## src/rtl/key_pkg.sv

```systemverilog
// key_pkg: shared FSM state type, timing constants and sizing helper for the key reader.
package key_pkg;
  typedef enum logic [2:0] {IDLE, DEB_PRESS, HELD, REPEAT, DEB_RELEASE} key_state_t;
  localparam int DEF_DEBOUNCE_CYCLES = 1_000_000;
  localparam int DEF_REPEAT_DELAY    = 25_000_000;
  localparam int DEF_REPEAT_RATE     = 5_000_000;
  localparam int SIM_DEBOUNCE_CYCLES = 4;
  localparam int SIM_REPEAT_DELAY    = 10;
  localparam int SIM_REPEAT_RATE     = 3;
  function automatic int max3(input int a, input int b, input int c);
    return (a > b) ? ((a > c) ? a : c) : ((b > c) ? b : c);
  endfunction
endpackage

```

## src/rtl/key_debounce_fsm.sv

```systemverilog
// key_debounce_fsm: synchronise, debounce and auto-repeat one active-low key, counting presses.
module key_debounce_fsm
  import key_pkg::*;
#(
  parameter int DEBOUNCE_CYCLES = DEF_DEBOUNCE_CYCLES,
  parameter int REPEAT_DELAY    = DEF_REPEAT_DELAY,
  parameter int REPEAT_RATE     = DEF_REPEAT_RATE,
  parameter int CNT_W           = 4
) (
  input  logic             clk,
  input  logic             rst,
  input  logic             key_n_i,
  input  logic             repeat_en_i,
  output logic             level_o,
  output logic             press_o,
  output logic             release_o,
  output logic [CNT_W-1:0] count_o
);
  localparam int TW = $clog2(max3(DEBOUNCE_CYCLES, REPEAT_DELAY, REPEAT_RATE));
  localparam logic [TW-1:0] DEB_LAST = TW'(DEBOUNCE_CYCLES - 1);
  localparam logic [TW-1:0] DLY_LAST = TW'(REPEAT_DELAY - 1);
  localparam logic [TW-1:0] RATE_LAST = TW'(REPEAT_RATE - 1);
  logic [1:0]       sync_q;
  key_state_t       state_q, state_d;
  logic [TW-1:0]    timer_q, timer_d;
  logic             level_q, level_d, press_q, press_d, release_q, release_d;
  logic [CNT_W-1:0] count_q, count_d;
  logic             s;
  assign s = sync_q[1];
  always_comb begin
    state_d   = state_q;
    timer_d   = timer_q + TW'(1);
    level_d   = level_q;
    press_d   = 1'b0;
    release_d = 1'b0;
    case (state_q)
      IDLE: begin
        timer_d = '0;
        state_d = s ? DEB_PRESS : IDLE;
      end
      DEB_PRESS: begin
        if (!s) begin
          state_d = IDLE;
          timer_d = '0;
        end else if (timer_q == DEB_LAST) begin
          state_d = HELD;
          timer_d = '0;
          press_d = 1'b1;
          level_d = 1'b1;
        end
      end
      HELD: begin
        if (!s) begin
          state_d = DEB_RELEASE;
          timer_d = '0;
        end else if (!repeat_en_i) begin
          timer_d = '0;
        end else if (timer_q == DLY_LAST) begin
          state_d = REPEAT;
          timer_d = '0;
          press_d = 1'b1;
        end
      end
      REPEAT: begin
        if (!s) begin
          state_d = DEB_RELEASE;
          timer_d = '0;
        end else if (!repeat_en_i) begin
          state_d = HELD;
          timer_d = '0;
        end else if (timer_q == RATE_LAST) begin
          timer_d = '0;
          press_d = 1'b1;
        end
      end
      DEB_RELEASE: begin
        if (s) begin
          state_d = HELD;
          timer_d = '0;
        end else if (timer_q == DEB_LAST) begin
          state_d   = IDLE;
          timer_d   = '0;
          release_d = 1'b1;
          level_d   = 1'b0;
        end
      end
      default: begin
        state_d = IDLE;
        timer_d = '0;
      end
    endcase
    count_d = count_q + CNT_W'(press_d);
  end
  always_ff @(posedge clk) begin
    if (rst) begin
      sync_q    <= '0;
      state_q   <= IDLE;
      timer_q   <= '0;
      level_q   <= 1'b0;
      press_q   <= 1'b0;
      release_q <= 1'b0;
      count_q   <= '0;
    end else begin
      sync_q    <= {sync_q[0], ~key_n_i};
      state_q   <= state_d;
      timer_q   <= timer_d;
      level_q   <= level_d;
      press_q   <= press_d;
      release_q <= release_d;
      count_q   <= count_d;
    end
  end
  assign level_o   = level_q;
  assign press_o   = press_q;
  assign release_o = release_q;
  assign count_o   = count_q;
endmodule

```

## src/rtl/key_input_reader.sv

```systemverilog
// key_input_reader: one debounce/repeat/count channel per KEY line, outputs packed into vectors.
module key_input_reader
  import key_pkg::*;
#(
  parameter int NUM_KEYS        = 4,
  parameter int CNT_W           = 4,
  parameter int DEBOUNCE_CYCLES = DEF_DEBOUNCE_CYCLES,
  parameter int REPEAT_DELAY    = DEF_REPEAT_DELAY,
  parameter int REPEAT_RATE     = DEF_REPEAT_RATE
) (
  input  logic                      CLOCK_50,
  input  logic                      reset,
  input  logic [NUM_KEYS-1:0]       KEY,
  input  logic                      repeat_en,
  output logic [NUM_KEYS-1:0]       key_level,
  output logic [NUM_KEYS-1:0]       key_press,
  output logic [NUM_KEYS-1:0]       key_release,
  output logic [NUM_KEYS*CNT_W-1:0] press_count
);
  for (genvar g = 0; g < NUM_KEYS; g++) begin : g_key
    key_debounce_fsm #(
      .DEBOUNCE_CYCLES(DEBOUNCE_CYCLES),
      .REPEAT_DELAY   (REPEAT_DELAY),
      .REPEAT_RATE    (REPEAT_RATE),
      .CNT_W          (CNT_W)
    ) u_key (
      .clk        (CLOCK_50),
      .rst        (reset),
      .key_n_i    (KEY[g]),
      .repeat_en_i(repeat_en),
      .level_o    (key_level[g]),
      .press_o    (key_press[g]),
      .release_o  (key_release[g]),
      .count_o    (press_count[g*CNT_W +: CNT_W])
    );
  end
endmodule

```

## config.mk

```make
export PLATFORM = sky130hd
export DESIGN_NAME = key_input_reader
export DESIGN_NICKNAME = d
export VERILOG_FILES = /design/src/rtl/key_pkg.sv /design/src/rtl/key_debounce_fsm.sv /design/src/rtl/key_input_reader.sv
export SDC_FILE = /design/constraint.sdc
export NUM_CORES = 1
export LEC_CHECK = 0
export BUFFER_PORTS_ARGS = -buffer_cell sky130_fd_sc_hd__buf_4
export CAP_MARGIN = 25
export CORE_MARGIN = 1.5
export CORE_UTILIZATION = 30
export DETAILED_ROUTE_END_ITERATION = 16
export GPL_ROUTABILITY_DRIVEN = 0
export PLACE_DENSITY = 0.48
export SLEW_MARGIN = 10
export SYNTH_ARGS = -nofsm -noshare
export SYNTH_HDL_FRONTEND = slang
export SYNTH_SLANG_ARGS = --single-unit
```

## constraint.sdc

```tcl
create_clock -name CLOCK_50 -period 3.06 [get_ports CLOCK_50]
set_input_delay 0.153 -clock CLOCK_50 [delete_from_list [all_inputs] [get_ports CLOCK_50]]
set_output_delay 0.153 -clock CLOCK_50 [all_outputs]
set_load 0.01 [all_outputs]
```

==> results_dict.tcl, run 1 <==
set metrics [dict create \
    grt-ovfl-total 0 \
    p_leak_nw 2.68 \
    maxSlewViolCount 0 \
    min_period_over_period_pct 89.6 \
    worstSkewPairLatency_ns 0.43 \
    syn_to_final_growth_pct 16.3 \
    syn-cell-area_mm2 0.00708 \
    utilization_pct 35.3 \
    critPathMaxStageDelay_ns 0.65 \
    synthCells 811 \
    hold_class "in -> reg" \
    timing.rr.end "g_key[0].u_key.count_o[1]" \
    grt_antenna_before_repair 0 \
    critPathCaptureType "flip-flop" \
    finalCriticalPeriod_ns 2.74 \
    die_y_um 157 \
    synth_cell_types 69 \
    grt_usage_pct 13.2 \
    synth-xor-area-share_pct 12.5 \
    synth_simple_gate_area_share_pct 29.9 \
    grt_max_degree 36 \
    use_met3_pct 3.71 \
    crit_chain "ha_1 > and4_4 > nand3_2 > or4_1 > or3_4 > nand2_1 > ha_1 > ha_1 > nor2b_1" \
    hold_end "g_key[3].u_key.state_q[0]" \
    critPathLaunchType "flip-flop" \
    yosys.area_share.adder_pct 2.12 \
    drt_pass1_iterations 4 \
    layout_commonest_cell "dfxtp_1" \
    start_util_pct 30.4 \
    cts_buffer_depth 2 \
    crit_fanout 7 \
    setup_viol_count_final 0 \
    wire_per_inst_um 13.0 \
    port_buffers 34 \
    regArea_mm2 0.00296 \
    worstMarginPinSlew_ns 0.726 \
    crit_type "reg -> reg" \
    reg2reg_slack_ns 0.32 \
    multi_input_area_mm2 0.00379 \
    ys_async_sr_fraction_pct 0 \
    setup_tns_ns 0 \
    synth_compound_area_share_pct 9.03 \
    slew_headroom_pct 51.5 \
    cts.htree.levels 4 \
    ys_ff_latch 148 \
    cts.sinks 148 \
    cp.arrival_ns 3.06 \
    path_delay_family "simple AND/OR/NAND/NOR gates" \
    diodes 0 \
    status "finished clean" \
    hold_path.startpoint "repeat_en" \
    swShare_pct 20.9 \
    wl_um 15100 \
    grtUsageMet2_pct 20.9 \
    power_density_mw_per_mm2 522 \
    clk_pin_slew_ns 0.07 \
    ir_drop_mv 0.304 \
    power.internal_mw 3.40 \
    cts-root-buf "clkbuf_16" \
    syn_area_per_cell_um2 8.73 \
    drv_cap 0 \
    clockPowerShare_pct 53.9 \
    holdPathStages 3 \
    met1_usage_pct 17.3 \
    synthMuxAreaShare_pct 0 \
    drt-initial-drc-count 337 \
    worst_path_max_delay_cell "or4_1" \
    final_cell_mix "148 x dfxtp_1, 97 x nor2_1, 58 x a21oi_1, 58 x xor2_1, 55 x nand2_1" \
    combPwrFrac_pct 1.0 \
    synth_top_flop_cell "dfxtp_1" \
    fillers 2411 \
    core_area_mm2 0.0233 \
    grt_pass1_wl_um 26100 \
    reg2regPathDepth 9 \
    avgViaCountPerCell 4.76 \
    grt_busiest_layer "met2" \
    place_hpwl_um 10200 \
    die_x_um 157 \
    ioPinCount 35 \
    crit_required_ns 3.38 \
    grt_pass1_vias 5319 \
    syn-num-nets 830 \
    synth-seq-area-share_pct 41.8 \
    path_common_cell "ha_1" \
    finalHoldViolCount 0 \
    cts_buffers 17 \
    p_switching_uw 896 \
    reg2reg_from "g_key[0].u_key.timer_q[0]" \
    synth_top_family_by_area "simple AND/OR/NAND/NOR gates" \
    pwr-share-seq_pct 45.1 \
    synth_edf_count 0 \
    layout-drive-gt1-share_pct 11.5 \
    dieArea_mm2 0.0245 \
    fmax_mhz 365 \
    path_buf_inv 0 \
    row_count 56 \
    final_antenna_net_count 0 \
    ys_warn_count 0 \
    cts_setup_buffers 0 \
    rsz0062_at_grt "false" \
    drc 0 \
    vias 5527 \
    fin_nets 849 \
    final.setup_skew_ns 0.00928 \
    cts_tree "done" \
]
==> Yosys cell counts, drive strengths merged, types with 2 or more instances <==
cell / number / share of area, %
a211oi: 8 / 1.3
nor3b: 4 / 0.42
inv: 16 / 0.85
o21a: 2 / 0.21
o32a: 2 / 0.28
or3b: 2 / 0.25
buf: 24 / 2.5
nor4bb: 2 / 0.28
nand3: 47 / 3.4
nor3: 37 / 2.6
or3: 3 / 0.34
nand2b: 6 / 0.53
nand3b: 4 / 0.42
ha: 12 / 2.1
and3b: 2 / 0.25
and4b: 3 / 0.42
dfxtp: 148 / 42
and3: 17 / 1.5
and2: 6 / 0.55
nor2: 97 / 5.1
nand2: 55 / 2.9
or4b: 4 / 0.62
xnor2: 43 / 5.3
nand4: 31 / 2.7
o31a: 2 / 0.26
nor4b: 2 / 0.25
nor2b: 21 / 1.9
o2111ai: 2 / 0.34
clkbuf: 24 / 1.3
a2111oi: 2 / 0.25
xor2: 58 / 7.2
a21boi: 3 / 0.37
or4: 6 / 0.69
a21oi: 58 / 4.1
and4: 14 / 1.8
nand4b: 3 / 0.37
nor4: 19 / 2.2
o21ai: 5 / 0.35
a31oi: 5 / 0.44
==> metrics by stage <==
step	power [mW]	instances	instance area, µm²	setup slack, ns	hold WS, ns
after floorplan	2.01	811	7080	0.481	0.220
after CTS	4.37	1162	8240	0.305	0.0859
final	4.30	1162	8240	0.319	0.103
after global placement	2.02	1126	7540	0.367	0.308
after global routing	4.45	1162	8240	0.136	0.116
after detailed placement	2.02	1126	7540	0.309	0.309
==> worst register-to-register path: stages, from the launching register on <==
cell     delay, ns
dfxtp_1       0.37
ha_1          0.25
and4_4        0.26
nand3_2       0.09
or4_1         0.65
or3_4         0.43
nand2_1       0.07
ha_1          0.17
ha_1          0.23
nor2b_1       0.13
==> kinds of logic (layout without fill, tap and decap cells) <==
| kind of cell | Yosys count | count (layout) |
|---|---|---|
| AOI/OAI and AO/OA | 98 | 98 |
| xor gates and xnor gates | 101 | 101 |
| adders and majority gates | 12 | 12 |
| buffers and inverters | 64 | 96 |
| DFF | 148 | 148 |
| and+or+nand+nor | 388 | 388 |
==> timing repair <==
item                      4_1_cts  5_1_grt
hold endpoints to repair        4        0
hold buffers                    4        0
gates resized for setup         0        0
==> power groups by stage <==
stage / sequential [mW] / clock, mW / combinational [mW]
6_report: 1.94 / 2.32 / 0.0440
5_1_grt: 1.94 / 2.46 / 0.0493
4_1_cts: 1.94 / 2.39 / 0.0456
3_5_place_dp: 1.98 / 0 / 0.0415
3_3_place_gp: 1.98 / 0 / 0.0417
2_1_floorplan: 1.98 / 0 / 0.0271
==> per-layer routing <==
layer / up-vias / share of wire (%)
li1: 2886 / -
met2: 49 / 45
met3: 9 / 2.7
met4: 0 / 1.0
met1: 2583 / 51
met5: - / 0
==> state kept, by name (all words and copies together), names as in the netlist <==
name                   flops
g_key.u_key.timer_q      100
g_key.u_key.sync_q         8
g_key.u_key.level_o        4
g_key.u_key.count_o       16
g_key.u_key.press_o        4
g_key.u_key.state_q       12
g_key.u_key.release_o      4
==> worst max path at each step <==
stage / slack, ns / from / cells after the start / endpoint
2_1_floorplan: 0.48 / g_key[0].u_key.timer_q[0] / 10 / g_key[0].u_key.count_o[1]
3_3_place_gp: 0.37 / g_key[0].u_key.timer_q[0] / 9 / g_key[0].u_key.count_o[1]
3_5_place_dp: 0.31 / g_key[0].u_key.timer_q[0] / 9 / g_key[0].u_key.count_o[1]
4_1_cts: 0.31 / g_key[0].u_key.timer_q[0] / 9 / g_key[0].u_key.count_o[1]
5_1_grt: 0.14 / g_key[0].u_key.timer_q[0] / 9 / g_key[0].u_key.count_o[1]
6_report: 0.32 / g_key[0].u_key.timer_q[0] / 9 / g_key[0].u_key.count_o[1]
==> area by class of cell <==
type,count,share of cell area (%)
tap,319,4.84
timing repair buffer,48,4.50
clock buffer,17,5.16
inverter,16,0.729
multi-input combinational,599,46.0
clock inverter,15,2.78
sequential,148,36.0
Power figures use the tool's default switching activity.
==> run 2, diff against run 1 <==
- clock period: 3.06 -> 3.2 ns (I/O delays scaled with it)
==> run 2 against run 1 <==
Worst setup slack gained 0.15 ns. Worst hold slack gained 0.012 ns. Power shrank 13%. Critical path type unchanged. Critical endpoint unchanged. Largest power group is now registers. Highest routed layer unchanged.
==> results_dict.tcl, run 2 (same netlist as run 1, synthesis figures left out) <==
set metrics [dict create \
    status "finished clean" \
    drv_cap 0 \
    holdWs_ns 0.115 \
    place_hpwl_um 10200 \
    start_util_pct 30.4 \
    cts.htree.levels 4 \
    die_y_um 157 \
    min_period_over_period_pct 85.5 \
    pwr-share-seq_pct 49.6 \
    fin_nets 848 \
    crit_required_ns 3.50 \
    cts_tree "done" \
    fin_area_mm2 0.00811 \
    grtUsageMet2_pct 21.8 \
    largest_reg_flops 100 \
    row_count 56 \
    reg2reg_from "g_key[0].u_key.timer_q[0]" \
    rsz0062_at_grt "false" \
    timing.rr.end "g_key[0].u_key.count_o[1]" \
    port_buffers 34 \
    combPwrFrac_pct 1.1 \
    clk_pin_slew_ns 0.06 \
    hold_class "in -> reg" \
    worstMarginPinSlew_ns 0.698 \
    grt_pass1_vias 5386 \
    grt_max_degree 36 \
    setup_tns_ns 0 \
    swShare_pct 20.6 \
    p_switching_uw 771 \
    crit_fanout 7 \
    ctsResizeCount 0 \
    final.setup_skew_ns 0.00699 \
    maxSlewViolCount 0 \
    critPathCaptureType "flip-flop" \
    critPathLaunchType "flip-flop" \
    fmax_mhz 366 \
    finalHoldViolCount 0 \
    grt_busiest_layer "met2" \
    avgViaCountPerCell 4.80 \
    regMostFlops "g_key.u_key.timer_q" \
    core_area_mm2 0.0233 \
    final_antenna_net_count 0 \
    dieArea_mm2 0.0245 \
    drt-initial-drc-count 309 \
    cts_buffers 17 \
    worstSkewPairLatency_ns 0.42 \
    clockPowerShare_pct 49.3 \
    syn_to_final_growth_pct 14.5 \
    diodes 0 \
    layout_commonest_cell "dfxtp_1" \
    finalCriticalPeriod_ns 2.73 \
    drt_pass1_iterations 4 \
    cts-root-buf "clkbuf_16" \
    cts.sinks 148 \
    grt_usage_pct 13.2 \
    cp.arrival_ns 3.04 \
    cts_buffer_depth 2 \
    reg2reg_slack_ns 0.47 \
    final_cell_mix "148 x dfxtp_1, 97 x nor2_1, 58 x a21oi_1, 58 x xor2_1, 55 x nand2_1" \
    setup_viol_count_final 0 \
    holdPathStages 3 \
    placed_area_mm2 0.00754 \
    die_x_um 157 \
    hold_path.startpoint "repeat_en" \
    power.internal_mw 2.97 \
    wire_per_inst_um 13.0 \
    reg2regPathDepth 9 \
    power_density_mw_per_mm2 461 \
    drc 0 \
    grt_antenna_before_repair 0 \
    grt_pass1_wl_um 26200 \
    vias 5576 \
    fillers 2431 \
    p_leak_nw 2.63 \
    use_met3_pct 3.35 \
    wl_um 15100 \
    hold_end "g_key[3].u_key.state_q[0]" \
    crit_type "reg -> reg" \
    slew_headroom_pct 53.4 \
    grt-ovfl-total 0 \
    layout-drive-gt1-share_pct 10.5 \
    ir_drop_mv 0.200 \
    met1_usage_pct 16.7 \
    ioPinCount 35 \
]
## run 2: cell count changes in the layout (fill, tap and decap cells not counted), sizes merged
cell	previous run	this run
clkbuf	17	27
bufinv	5	1
buf	44	43
inv	18	16
clkinvlp	4	0
## run 2: through the flow
stage	cells	util [%]	power, mW	setup slack, ns
final	1161	34.8	3.74	0.465
after CTS	1161	34.8	3.81	0.442
after global routing	1161	34.8	3.89	0.312
after global placement	1125	32.3	1.94	0.502
after floorplan	811	-	1.92	0.621
after detailed placement	1125	32.3	1.94	0.438
## run 2: cell type report
type,count,area [µm²],share of cell area (%)
inverters,16,60.1,0.741
flip-flops and latches,148,2960,36.5
multi-input cells,599,3790,46.8
clock buffers,27,483,5.95
clock inverters,5,50.0,0.617
repair buffers,47,363,4.47
well taps,319,399,4.92
## run 2: routing by layer
metal	routed length, µm	share of wire (%)
met5	0	0
met1	7600	50
met2	7020	46
met3	351	2.3
met4	157	1.0
## run 2: what timing repair did
item,in CTS,in global routing
setup buffers,0,0
hold buffers,4,0
hold endpoints to repair,4,0
## run 2: how the worst max path moves through the flow
stage	startpoint	endpoint	slack, ns
floorplan	g_key[0].u_key.timer_q[0]	g_key[0].u_key.count_o[1]	0.62
global placement	g_key[0].u_key.timer_q[0]	g_key[0].u_key.count_o[1]	0.50
detailed placement	g_key[0].u_key.timer_q[0]	g_key[0].u_key.count_o[1]	0.44
CTS	g_key[0].u_key.timer_q[0]	g_key[0].u_key.count_o[1]	0.44
global route	g_key[0].u_key.timer_q[0]	g_key[0].u_key.count_o[1]	0.31
finish	g_key[0].u_key.timer_q[0]	g_key[0].u_key.count_o[1]	0.47
## run 2: power by group through the flow
| stage | Sequential, mW | Clock [mW] | Combinational [mW] |
|---|---|---|---|
| finish | 1.86 | 1.84 | 0.0425 |
| global route | 1.86 | 1.99 | 0.0475 |
| CTS | 1.86 | 1.91 | 0.0437 |
| detailed placement | 1.90 | 0 | 0.0398 |
| global placement | 1.90 | 0 | 0.0400 |
| floorplan | 1.89 | 0 | 0.0259 |
## run 2: critical path: stages, from the launching register on
cell and delay, ns:
dfxtp_1 0.36, ha_1 0.24, and4_4 0.26, nand3_2 0.09, or4_1 0.64, or3_4 0.43
nand2_1 0.07, ha_1 0.16, ha_1 0.22, nor2b_1 0.13
